### src/rtl/score_counter.sv
// Saturating 0..SCORE_MAX game score with IDLE/RUN/OVER phase tracking, one-cycle update latency.
// Optional registered bonus-life pulse one_up_o compiled in with `define SCORE_ONE_UP_EN.
module score_counter #(
    parameter int COIN_PTS  = 1,
    parameter int STOMP_PTS = 2,
    parameter int SCORE_MAX = 99
) (
    input  logic       clk_i,
    input  logic       rst_i,
    input  logic       game_start_i,
    input  logic       game_over_i,
    input  logic       coin_hit_i,
    input  logic       stomp_hit_i,
    output logic [6:0] score_o,
    output logic       running_o,
    output logic       score_full_o
`ifdef SCORE_ONE_UP_EN
    ,
    output logic       one_up_o
`endif
);

    localparam logic [1:0] ST_IDLE = 2'd0;
    localparam logic [1:0] ST_RUN  = 2'd1;
    localparam logic [1:0] ST_OVER = 2'd2;

    localparam logic [7:0] COIN_W  = 8'(COIN_PTS);
    localparam logic [7:0] STOMP_W = 8'(STOMP_PTS);
    localparam logic [6:0] MAX_W   = 7'(SCORE_MAX);

    logic [1:0] state_q, state_d;
    logic [6:0] score_q, score_d;
    logic       start_prev_q, over_prev_q, coin_prev_q, stomp_prev_q;
    logic       start_edge, over_edge, coin_edge, stomp_edge;
    logic [7:0] sum;

    assign start_edge = game_start_i & ~start_prev_q;
    assign over_edge  = game_over_i  & ~over_prev_q;
    assign coin_edge  = coin_hit_i   & ~coin_prev_q;
    assign stomp_edge = stomp_hit_i  & ~stomp_prev_q;

    assign sum = {1'b0, score_q} + (coin_edge ? COIN_W : 8'd0) + (stomp_edge ? STOMP_W : 8'd0);

    always_comb begin
        state_d = state_q;
        score_d = score_q;
        if (start_edge) begin
            state_d = ST_RUN;
            score_d = 7'd0;
        end else if (state_q == ST_RUN) begin
            // Hits arriving with a game_over edge still count.
            score_d = (sum > {1'b0, MAX_W}) ? MAX_W : sum[6:0];
            if (over_edge) begin
                state_d = ST_OVER;
            end
        end
    end

    always_ff @(posedge clk_i or posedge rst_i) begin
        if (rst_i) begin
            state_q      <= ST_IDLE;
            score_q      <= 7'd0;
            start_prev_q <= 1'b0;
            over_prev_q  <= 1'b0;
            coin_prev_q  <= 1'b0;
            stomp_prev_q <= 1'b0;
        end else begin
            state_q      <= state_d;
            score_q      <= score_d;
            start_prev_q <= game_start_i;
            over_prev_q  <= game_over_i;
            coin_prev_q  <= coin_hit_i;
            stomp_prev_q <= stomp_hit_i;
        end
    end

    assign score_o      = score_q;
    assign running_o    = (state_q == ST_RUN);
    assign score_full_o = (score_q == MAX_W);

`ifdef SCORE_ONE_UP_EN
    logic armed_q, armed_d;
    logic one_up_q, one_up_d;

    always_comb begin
        armed_d  = armed_q;
        one_up_d = 1'b0;
        if (start_edge) begin
            armed_d = 1'b1;
        end else if (state_q == ST_RUN && armed_q && score_q < 7'd50 && score_d >= 7'd50) begin
            one_up_d = 1'b1;
            armed_d  = 1'b0;
        end
    end

    always_ff @(posedge clk_i or posedge rst_i) begin
        if (rst_i) begin
            armed_q  <= 1'b0;
            one_up_q <= 1'b0;
        end else begin
            armed_q  <= armed_d;
            one_up_q <= one_up_d;
        end
    end

    assign one_up_o = one_up_q;
`endif

endmodule

### config.mk
export PLATFORM = sky130hd
export DESIGN_NAME = score_counter
export DESIGN_NICKNAME = d
export VERILOG_FILES = /design/src/rtl/score_counter.sv
export SDC_FILE = /design/constraint.sdc
export NUM_CORES = 1
export LEC_CHECK = 0
export BUFFER_PORTS_ARGS = -buffer_cell sky130_fd_sc_hd__buf_2
export CORE_MARGIN = 5
export CORE_UTILIZATION = 45
export DETAILED_ROUTE_END_ITERATION = 10
export PLACE_DENSITY = 0.65
export SYNTH_ARGS = -nofsm -noshare
export SYNTH_HDL_FRONTEND = slang
export SYNTH_SLANG_ARGS = --single-unit
### constraint.sdc
create_clock -name clk_i -period 2.6 [get_ports clk_i]
set_clock_uncertainty 0.15 [all_clocks]
set_input_delay 0.52 -clock clk_i [delete_from_list [all_inputs] [get_ports clk_i]]
set_output_delay 0.52 -clock clk_i [all_outputs]
set_load 0.02 [all_outputs]
### Yosys cells after proc, flatten, opt, wreduce, memory -nomap -nowiden

Cells that the tools add are included.

* register bits after elaboration: 13
* output and inout port bits: 9
* word-level logic and storage cells: 30

* add/subtract/negate cells: 2
* $lt $le $gt $ge: 1
* eq/ne operators: 2
* mux-type cells: 8
* bitwise logic cells: 8
* reductions and logical operators: 3

Operators by type and width (count)
* $mux W7: 3
* $add A7 B1 Y8: 1
* $add A8 B2 Y8: 1
* $gt A8 B7 Y1 const B: 1
* $mux W2: 4
* $eq A7 B7 Y1 const B: 1
* $and A1 B1 Y1: 4
* $not A1 Y1: 4
* $reduce_bool A2 Y1: 2
* $eq A2 B1 Y1 const B: 1
* $reduce_and A2 Y1: 1
* $mux W1: 1

### Logic depth before layout (Yosys ltp)

* word-level depth: 9
* mapped depth: 8

### Worst setup path after synthesis

No wires, ideal clock.

* path type: input to register
* start: in coin_hit_i
* end: reg score_q[4], in the netlist score_o[4]
* setup time: 111 ps
* arrival: 2287 ps
* setup slack: 51 ps
* stages: 7
* path buffers: 0
* path through: nor2b_1 > ha_1 > fa_1 > or4_1 > o311ai_1 > o22ai_2 > a2111oi_2

* word-level cells in the longest chain between the ends: 8

RTL lines
* start: declaration: RTL line 12 `input logic coin_hit_i,`
* $and A1 B1 Y1 (*): RTL line 39 `assign coin_edge = coin_hit_i & ~coin_prev_q;`
* $mux W1 (*): RTL line 42 `assign sum = {1'b0, score_q} + (coin_edge ? COIN_W : 8'd0) + (stomp_edge ? STOMP_W : 8'd0);`
* $add A7 B1 Y8 (*): RTL line 42
* $add A8 B2 Y8 (*): RTL line 42
* $gt A8 B7 Y1: RTL line 52 `score_d = (sum > {1'b0, MAX_W}) ? MAX_W : sum[6:0];`
* $mux W7 (*): RTL line 52
* $mux W7 (*): RTL line 50 `end else if (state_q == ST_RUN) begin`
* $mux W7 (*): RTL line 47 `if (start_edge) begin`
* end signal: assignment: RTL line 69 `score_q <= score_d;`
* end: declaration: RTL line 32 `logic [6:0] score_q, score_d;`

Every way passes the cells marked *; elsewhere a longest branch is shown, timed or not. The select of a mux whose other input is x is not followed.
A chain may end at the register's enable or synchronous reset.

### Worst setup path in the final report

Ends and elaborated chain as after synthesis.

==> results_dict.tcl <==
set metrics [dict create \
    rsz0062_at_grt "false" \
    end_kind "flop" \
    first_iter_violations 5 \
    vias 576 \
    rrSetupSlack_ns 0.16 \
    synth-edff-count 0 \
    grt_max_degree 14 \
    crit_arrival_ns 2.48 \
    hold_violations 0 \
    initial_core_util_pct 47.18 \
    cts_hold_buf 0 \
    max_cap_violations 0 \
    synthTopCellsByCount "dfrtp_1 (13), nor3_1 (6), nand2_1 (5), nor2_1 (5)" \
    critPathLaunchType "input port" \
    setup-violations-final 0 \
    ys.flop_type "dfrtp_1" \
    ys_ff_latch 13 \
    maxSlewViolCount 0 \
    track_usage_pct 14.13 \
    area_growth_pct 14.61 \
    synth_cell_types 31 \
    rr_startpoint "score_o[0]" \
    core_sq_um 1506 \
    cts.sinks 13 \
    relSlewSlack_pct 55.86 \
    firstDrtPassIters 3 \
    routabilityCongestion 0.7883 \
    worst_pin_slew_ns 0.6608 \
    fin_nets 97 \
    critical_path_class "in2reg" \
    synth.most_common_cell "dfrtp_1" \
    worst_slack_ns 0.1431 \
    place_inst 99 \
    worstPathRequired_ns 2.62 \
    drive_above_1_share_pct 27.59 \
    hold_class "in2async" \
    yosys_warnings 0 \
    post-route-period-util_pct 94.50 \
    max_clock_freq_ghz 0.4070 \
    die_w_um 49.74 \
    hold_ws_ns 0.1092 \
    synth_nets 81 \
    fin_setup_tns_ns 0 \
    drc 0 \
    clk_pin_slew_ns 0.08 \
    diodes 0 \
    synth_top_area_share_pct 45.77 \
    fin_crit_ns 2.457 \
    dp_hpwl_mm 1.137 \
    netlist_area_sq_um 710.7 \
    grt_pass1_vias 587 \
    ys_seq_area_share_pct 45.77 \
    antenna_found_initial 0 \
    io_pins 15 \
    post_cts_buffers 0 \
    die_area_sq_um 2474 \
    wl_per_cell_um 14.77 \
    ys_async_sr_fraction_pct 100.0 \
    gr-total-overflow 0 \
    rows 14 \
    vdd_ir_drop_max_v 0.0004137 \
    r2r_cells 6 \
    power_density_nw_per_um2 781.1 \
    cts_root_buf "clkbuf_4" \
    post-place-ws_ns -0.1532 \
    drt_wl_total_mm 1.521 \
    r2r_end "score_o[4]" \
    cts_max_level 1 \
    cts.repair.resized 0 \
    viasPerCell 5.592 \
    avgSynthCellArea_sq_um 9.871 \
    final_area_sq_um 814.5 \
    synth_area_leaders "dfrtp_1 (46%), nor3_1 (4.2%), ha_1 (3.5%)" \
    io_buffers 14 \
    clockBufferDepth 2 \
    cp_max_fo 4 \
    grt_first_pass_wirelength_mm 2.711 \
    syn_inst 72 \
    insertion_delay_ns 0.28 \
    ant_nets 0 \
    outcome "finished, final reports clean" \
    numCtsBuffers 3 \
    stdcell_count 103 \
    fp.dieH_um 49.74 \
    p_leak_nw 0.3975 \
    synth_top_cell_by_area "dfrtp_1" \
    place_area_sq_um 787.0 \
    cts_tree "yes" \
]
-- area by class of cell --
class                      count  area (sq um)
tap                           16         20.02
timing repair buffer          16         85.08
clock buffer                   3         22.52
multi-input combinational     51         345.3
sequential                    13         325.3
fill                         150         691.9
clock inverter                 1         5.005
inverter                       3         11.26
-- worst max-delay path by stage --
stage                     startpoint         end  slack (ns)  depth (start not counted)
after CTS                 coin_hit_i  score_o[4]        0.15                          8
after global routing      score_o[0]  score_o[4]       0.002                          6
after floorplan           coin_hit_i  score_o[4]        0.05                          7
after detailed placement  coin_hit_i  score_o[4]       -0.15                          8
final                     coin_hit_i  score_o[4]        0.14                          8
after global placement    coin_hit_i  score_o[4]       -0.04                          8
-- logic make-up (layout without fill, tap and decap cells) --
| group | Yosys count | after routing | share of synthesized area, % |
|---|---|---|---|
| AOI/OAI and AO/OA | 13 | 13 | 13.73 |
| adders and majority gates | 3 | 3 | 6.338 |
| buffers and inverters | 8 | 23 | 5.633 |
| DFF | 13 | 13 | 45.77 |
| xor gates and xnor gates | 1 | 1 | 1.233 |
| and+or+nand+nor | 34 | 34 | 27.29 |
-- cells in the final DEF, fill, tap and decap left out, drive strengths merged, types with 2 or more instances in the layout --
master / count
o21ai: 2
clkbuf: 3
nor3: 6
nor2b: 4
and4b: 2
nor4: 2
a21oi: 4
dfrtp: 13
nor2: 5
nand4: 2
ha: 2
a21o: 3
nand2: 5
nand3: 2
buf: 16
inv: 3
-- worst max-delay path, cell delays in order --
cell,delay [ns]
buf_2,0.10
nor2b_1,0.13
ha_1,0.21
fa_1,0.40
or4_1,0.41
o311ai_1,0.14
o22ai_2,0.19
a2111oi_2,0.38
-- flip-flops by register name, indices dropped and copies added (netlist names) --
| signal | flops |
|---|---|
| coin_prev_q | 1 |
| over_prev_q | 1 |
| score_o | 7 |
| start_prev_q | 1 |
| state_q | 2 |
| stomp_prev_q | 1 |
-- power breakdown --
part	switching (mW)	leakage (nW)	internal, mW
combinational	0.135	0.217	0.0862
sequential	0.0533	0.163	0.237
clock	0.0681	0.0177	0.0570
-- metal layers --
metal	GRT usage [%]	vias to the layer above	wire (um)
li1	-	290	-
met2	20.55	15	684
met5	0	-	0
met3	6.627	0	98
met1	19.17	271	738
met4	2.620	0	0
-- metrics by stage --
| stage | utilization (%) | power [mW] |
|---|---|---|
| 2_1_floorplan | - | 0.4523 |
| 3_3_place_gp | 52.24 | 0.5112 |
| 3_5_place_dp | 52.24 | 0.5172 |
| 4_1_cts | 54.07 | 0.6456 |
| 5_1_grt | 54.07 | 0.6891 |
| 6_report | 54.07 | 0.6362 |
No activity file was read; power rests on OpenSTA's default activity.
